==> src/rtl/proc_pkg.sv <==
// Shared definitions for the processor sequencing controller: opcodes,
// time-step encoding and instruction-register field positions.
package proc_pkg;

    typedef enum logic [1:0] {
        T0 = 2'd0,
        T1 = 2'd1,
        T2 = 2'd2,
        T3 = 2'd3
    } state_e;

    localparam int unsigned IR_W = 9;

    // IR[8:0] = III XXX YYY
    localparam int unsigned OP_MSB = 8;
    localparam int unsigned OP_LSB = 6;
    localparam int unsigned RX_MSB = 5;
    localparam int unsigned RX_LSB = 3;
    localparam int unsigned RY_MSB = 2;
    localparam int unsigned RY_LSB = 0;

    localparam logic [2:0] OP_MV  = 3'b000;
    localparam logic [2:0] OP_MVI = 3'b001;
    localparam logic [2:0] OP_ADD = 3'b010;
    localparam logic [2:0] OP_SUB = 3'b011;

    function automatic logic is_arith(input logic [2:0] op);
        return (op == OP_ADD) || (op == OP_SUB);
    endfunction

endpackage

==> src/rtl/dec3to8.sv <==
// 3-bit to one-hot 8-bit decoder with an active-high enable.
module dec3to8 (
    input  logic       en,
    input  logic [2:0] w,
    output logic [7:0] y
);

    always_comb begin
        y = '0;
        if (en) begin
            y[w] = 1'b1;
        end
    end

endmodule

==> src/rtl/proc_control.sv <==
// Sequencing controller: latches an instruction in T0, then steps T1..T3
// driving register enables, bus selects and ALU controls (Moore outputs).
module proc_control
    import proc_pkg::*;
#(
    parameter int unsigned DATA_W = 16
) (
    input  logic              Clock,
    input  logic              Reset,
    input  logic              Run,
    input  logic [DATA_W-1:0] DIN,
    output logic              IRin,
    output logic [7:0]        Rin,
    output logic [7:0]        Rout,
    output logic              DINout,
    output logic              Gout,
    output logic              Ain,
    output logic              Gin,
    output logic              AddSub,
    output logic              Done
);

    state_e          state_q, state_d;
    logic [IR_W-1:0] ir_q, ir_d;

    logic [2:0] op, rx, ry;
    logic [7:0] x_oh, y_oh;
    logic       ir_in, rin_x_en, rout_x_en, rout_y_en;
    logic       din_out, g_out, a_in, g_in, add_sub, done;
    logic       unused_din;

    assign unused_din = ^DIN[DATA_W-1:IR_W];

    assign op = ir_q[OP_MSB:OP_LSB];
    assign rx = ir_q[RX_MSB:RX_LSB];
    assign ry = ir_q[RY_MSB:RY_LSB];

    always_ff @(posedge Clock or posedge Reset) begin
        if (Reset) begin
            state_q <= T0;
            ir_q    <= '0;
        end else begin
            state_q <= state_d;
            ir_q    <= ir_d;
        end
    end

    always_comb begin
        state_d = state_q;
        ir_d    = ir_q;
        unique case (state_q)
            T0: begin
                if (Run) begin
                    ir_d    = DIN[IR_W-1:0];
                    state_d = T1;
                end
            end
            T1:      state_d = is_arith(op) ? T2 : T0;
            T2:      state_d = T3;
            T3:      state_d = T0;
            default: state_d = T0;
        endcase
    end

    always_comb begin
        ir_in     = 1'b0;
        rin_x_en  = 1'b0;
        rout_x_en = 1'b0;
        rout_y_en = 1'b0;
        din_out   = 1'b0;
        g_out     = 1'b0;
        a_in      = 1'b0;
        g_in      = 1'b0;
        add_sub   = 1'b0;
        done      = 1'b0;
        unique case (state_q)
            // State is already forced to T0 during reset; only IRin sees Run.
            T0: ir_in = Run && !Reset;
            T1: begin
                unique case (op)
                    OP_MV: begin
                        rout_y_en = 1'b1;
                        rin_x_en  = 1'b1;
                        done      = 1'b1;
                    end
                    OP_MVI: begin
                        din_out  = 1'b1;
                        rin_x_en = 1'b1;
                        done     = 1'b1;
                    end
                    OP_ADD, OP_SUB: begin
                        rout_x_en = 1'b1;
                        a_in      = 1'b1;
                    end
                    default: done = 1'b1;
                endcase
            end
            T2: begin
                rout_y_en = 1'b1;
                g_in      = 1'b1;
                add_sub   = ir_q[OP_LSB];
            end
            T3: begin
                g_out    = 1'b1;
                rin_x_en = 1'b1;
                done     = 1'b1;
            end
            default: ;
        endcase
    end

    dec3to8 u_dec_x (
        .en (!Reset),
        .w  (rx),
        .y  (x_oh)
    );

    dec3to8 u_dec_y (
        .en (!Reset),
        .w  (ry),
        .y  (y_oh)
    );

    assign IRin   = ir_in;
    assign Rin    = rin_x_en ? x_oh : '0;
    assign Rout   = (rout_x_en ? x_oh : '0) | (rout_y_en ? y_oh : '0);
    assign DINout = din_out;
    assign Gout   = g_out;
    assign Ain    = a_in;
    assign Gin    = g_in;
    assign AddSub = add_sub;
    assign Done   = done;

endmodule

==> config.mk <==
export PLATFORM = sky130hd
export DESIGN_NAME = proc_control
export DESIGN_NICKNAME = d
export VERILOG_FILES = /design/src/rtl/proc_pkg.sv /design/src/rtl/dec3to8.sv /design/src/rtl/proc_control.sv
export SDC_FILE = /design/constraint.sdc
export NUM_CORES = 1
export LEC_CHECK = 0
export ABC_AREA = 1
export CAP_MARGIN = 20
export CORE_MARGIN = 2
export CORE_UTILIZATION = 40
export CTS_BUF_LIST = sky130_fd_sc_hd__clkbuf_8
export DETAILED_ROUTE_END_ITERATION = 6
export HOLD_SLACK_MARGIN = 0.08
export PLACE_DENSITY = 0.81
export SLEW_MARGIN = 10
export SYNTH_ARGS = -nofsm -noshare
export SYNTH_HDL_FRONTEND = slang
export SYNTH_SLANG_ARGS = --single-unit
==> constraint.sdc <==
create_clock -name Clock -period 2.4 [get_ports Clock]
set_clock_uncertainty 0.1 [all_clocks]
set_input_delay 0.72 -clock Clock [delete_from_list [all_inputs] [get_ports Clock]]
set_output_delay 0.72 -clock Clock [all_outputs]
set_load 0.02 [all_outputs]
* After elaboration in Yosys (flattened, before gate mapping)
Index checks and enable logic that the tools add are counted.
** Cells by class
- Equality and inequality tests :: 7
- Reduce and logical (&&, ||, !) cells :: 10
- Multiplexer cells :: 26
- Bitwise logic cells :: 1
- Order comparisons :: 4
** Operators with widths (count)
- $mux W8 :: 5
- $mux W1 :: 13
- $lt A3 B4 Y1 const B :: 2
- $or A8 B8 Y8 :: 1
- $pmux W2 S4 :: 1
- $demux W1 S3 :: 2
- $eq A3 B2 Y1 const B :: 2
- $ge A3 B1 Y1 const B :: 2
- $pmux W1 S2 :: 3
- $eq A2 B2 Y1 const B :: 2
- $mux W2 :: 2
- $reduce_or A2 Y1 :: 2
- $eq A3 B1 Y1 const B :: 1
- $logic_and A1 B1 Y1 :: 3
- $logic_not A3 Y1 :: 1
- $eq A2 B1 Y1 const B :: 1
- $logic_not A2 Y1 :: 1
- $ne A2 B2 Y1 const B :: 1
- $reduce_and A2 Y1 :: 1
- $logic_not A1 Y1 :: 1
- $logic_or A1 B1 Y1 :: 1
** Storage, ports and cells
- Logic and storage cells :: 50
- Bits in registers :: 11

* Logic depth before layout (Yosys ltp)
- Word-level depth :: 7
- Mapped depth :: 7

* By module
Synthesis repeated with hierarchy kept, for this count alone.
** Unflattened totals
- Cells, all modules :: 150
- Area total of the unflattened synthesis :: 915.9 sq um
** By module, submodules not included
- proc_control :: sequential area each 275.3 sq um, area each 788.3 sq um, cells an instance 116, times used 1
- dec3to8 :: sequential area each 0.0 sq um, area each 63.8 sq um, cells an instance 17, times used 2

* Worst setup path after synthesis
OpenSTA, ideal clock, no wires.
- Path kind :: input to output
- Start :: input port Reset
- End :: output port Rin[3]
- Required time :: 1.580 ns
- Arrival :: 1.551 ns
- Stages on the path :: 3
- Slack :: 0.029 ns
- Path through :: inv_2 nand2_1 nor3_1
** Between the ends
- Cells in the longest elaborated chain, start to end :: 2
** Ends and longest elaborated chain
- from (decl) :: line proc_control.sv:9 : input logic Reset,
- $mux W8 :: line dec3to8.sv:10 : if (en) begin
- $mux W8 :: line proc_control.sv:125 : assign Rin = rin_x_en ? x_oh : '0;
- to (decl) :: line proc_control.sv:13 : output logic [7:0] Rin,
Every way passes these cells.

* Final worst setup path
- Start :: register state_q[0]
- End :: output port Rin[5]
** Between the ends
- Cells in the longest elaborated chain, start to end :: 3
** Ends and longest elaborated chain
- from (decl) :: line proc_control.sv:23 : state_e state_q, state_d;
- from (signal assigned) :: line proc_control.sv:43 : state_q <= state_d;
- $eq A2 B2 Y1 or $eq A2 B1 Y1 (tied branches) :: line proc_control.sv:76 : unique case (state_q)
- $pmux W1 S2 (*) :: line proc_control.sv:76
- $mux W8 (*) :: line proc_control.sv:125
Mark *: on every way between the ends. The rest lies on a longest branch, timed or not.

==> flow_summary.json <==
{
  "cp.required_ns": 1.58,
  "aggregate_global_route_resource_usage": 0.211,
  "gate_family_responsible_for_the_most_delay_along_the_worst_path": "buffers and inverters",
  "h-tree-depth": 1,
  "nets": 210,
  "detailedPlacementHpwl_um": 1810,
  "final_number_of_max_transition_violations": 0,
  "dr.first_iter.drc_count": 17,
  "cellLeakagePower_uw": 0.000781,
  "finalSetupTns_ns": 0,
  "route.antenna.remaining_nets": 0,
  "total_detailed_routing_wirelength_um": 2520,
  "stdcell_count": 213,
  "critical_path.cell_chain": "buf_4, ha_2, a21oi_2, buf_6, nor3_1, buf_2",
  "placed_cells": 202,
  "relSlewSlack": 0.801,
  "synth-seq-cells": 11,
  "routed_via_density": 4.86,
  "vdd.ir_drop.worst_mv": 0.809,
  "max_stage_delay_ns": 0.42,
  "timing.final.hold_violations": 0,
  "n_antenna_cell": 0,
  "die_area_um2": 2430,
  "setup_viol": 0,
  "globalRouteOverflowTotal": 0,
  "critical_path.startpoint_type": "register",
  "reg2regPathDepth": 10,
  "core-area_um2": 1940,
  "min_clock_period_post_route_ns": 2.39,
  "synthesis.yosys.warnings": 0,
  "critical_path.n_buffers_inverters": 3,
  "layout-drive-gt1-share": 0.382,
  "ys_async_sr_fraction": 1.00,
  "timing.hold.worst.class": "reg -> reg",
  "clk_transition_reported_paths_ns": 0.05,
  "synth_cell_type_count": 18,
  "crit_cells": 6,
  "tritoncts_clock_tree": "done",
  "ios": 42,
  "post_synth_inst_count": 126,
  "std_cell_rows": 16,
  "drc": 0,
  "max_slew.worst_pin.slew_ns": 0.298,
  "start_util": 0.423,
  "antenna_found_initial": 0,
  "die_h_um": 49.3,
  "die_width_um": 49.3,
  "postSynthAreaPerCell_um2": 6.51,
  "synth.cell_area_um2": 821,
  "layout-area-overhead-vs-synth_pct": 76.2,
  "cts-root-buf": "sky130_fd_sc_hd__clkbuf_8",
  "grt_setup_unrepaired": "yes",
  "cts_inserted_buffers": 3,
  "yosysSeqAreaShare": 0.335,
  "first_global_vias": 949,
  "syn_nets": 149,
  "total_clock_sinks": 11,
  "worst-path-max-fanout": 8,
  "synth-edff-count": 0,
  "drtPass1Iterations": 4,
  "grt_first_pass_wirelength_um": 3980,
  "fmax_mhz": 419,
  "worstSetupEndpointType": "output port",
  "ys.flop_type": "sky130_fd_sc_hd__dfrtp_1",
  "cp.arrival_ns": 1.57,
  "cts-root-to-sink-buffers": 2,
  "drv.max_cap_violation_count": 0,
  "period_share": 0.995,
  "grt_max_degree": 17,
  "worstHoldPathCells": 2,
  "wire_per_inst_um": 11.8,
  "routabilityCongestion": 0.880,
  "criticalPathCategory": "reg -> out",
  "via_count": 1036,
  "clock_latency_ns": 0.23,
  "timing.critical_path.slowest_stage_cell": "sky130_fd_sc_hd__dfrtp_1",
  "run_status": "complete, no violations",
  "power_density_nw_per_um2": 1090,
  "portBuffers": 34
}
## Yosys cell counts, types with 2 or more instances
cell | instances | area [µm²]
sky130_fd_sc_hd__nor3_1 | 3 | 15.0
sky130_fd_sc_hd__nand2_1 | 29 | 109
sky130_fd_sc_hd__ha_1 | 4 | 50.1
sky130_fd_sc_hd__dfrtp_1 | 11 | 275
sky130_fd_sc_hd__inv_1 | 15 | 56.3
sky130_fd_sc_hd__a21oi_1 | 8 | 40.0
sky130_fd_sc_hd__inv_2 | 2 | 7.51
sky130_fd_sc_hd__nand3_1 | 18 | 90.1
sky130_fd_sc_hd__mux2_1 | 2 | 22.5
sky130_fd_sc_hd__nor2_1 | 26 | 97.6
## power by group
part / internal (µW) / switching [µW] / total, µW
registers: 276 / 86.5 / 362
logic: 452 / 580 / 1030
clock network: 112 / 68.8 / 181
total: 840 / 735 / 1570
## cell type report
cell class / instances / area, µm²
tap: 27 / 33.8
timing repair buffer: 58 / 473
inverter: 18 / 75.1
clock inverter: 1 / 3.75
fill: 158 / 495
multi-input combinational: 95 / 544
sequential: 11 / 275
clock buffer: 3 / 41.3
## cells by family after synthesis
group | after synthesis | share of synthesized area
AO/OA/AOI/OAI | 10 | 0.0686
adder cells (fa/ha/maj) | 4 | 0.0610
buffers and inverters | 20 | 0.0930
flip-flops | 11 | 0.335
multiplexers | 2 | 0.0274
AND/OR/NAND/NOR | 79 | 0.415
## sequential cells by signal, indices dropped and copies added, names as in the netlist, named ones only
register and cells:
ir_q 9, state_q 1
## cell usage in the layout (no fill, tap or decap), drive strengths merged
cell type      instances
clkdlybuf4s15          2
inv                   19
clkdlybuf4s50         10
ha                     4
a21oi                  9
clkbuf                 4
nor2                  26
or2                    1
buf                   43
nand2                 29
nor4                   1
dfrtp                 11
dlygate4sd2            2
nor3                   4
o21bai                 1
nand3                 18
mux2                   2
## stage by stage
stage / area, µm² / utilization / setup WS (ns) / power (µW) / hold slack, ns
floorplan: 821 / - / 0.0288 / 860 / 0.388
global placement: 1310 / 0.677 / -0.689 / 1200 / 0.411
detailed placement: 1310 / 0.677 / -0.764 / 1230 / 0.424
CTS: 1350 / 0.697 / -0.00582 / 1460 / 0.456
global route: 1450 / 0.745 / -0.0956 / 1700 / 0.502
finish: 1450 / 0.745 / 0.0117 / 1570 / 0.483
## path summary, 6_finish.rpt
path                             from        to  slack, ns
min in group asynchronous       Reset   ir_q[0]       0.54
min reg2reg                   ir_q[5]   ir_q[5]       0.48
min                           ir_q[5]   ir_q[5]       0.48
max in group asynchronous       Reset   ir_q[3]       1.54
max                        state_q[0]    Rin[5]       0.01
max reg2reg                state_q[0]  register       0.70
## worst min-delay path, cell delays in order (launching register included)
cell and delay, ns:
sky130_fd_sc_hd__dfrtp_1 0.40, sky130_fd_sc_hd__inv_1 0.08, sky130_fd_sc_hd__a21oi_1 0.06
## layer usage
layer | wire [µm] | GRT usage | share of wire | vias up
li1 | - | - | - | 519
met1 | 1020 | 0.234 | 0.40 | 488
met2 | 1380 | 0.403 | 0.55 | 25
met3 | 87 | 0.0276 | 0.035 | 4
met4 | 37 | 0.0714 | 0.015 | 0
met5 | 0 | 0 | 0 | -
## what timing repair did
| action | CTS | global route |
|---|---|---|
| pin swaps | 2 | 8 |
| endpoints found under the setup margin | 23 | 19 |
| hold buffers | 0 | 0 |
| buffers inserted | 4 | 2 |
| resized for setup | 104 | 31 |
| gates cloned | 1 | 0 |
Note: power is estimated with default switching activity, not from simulation.
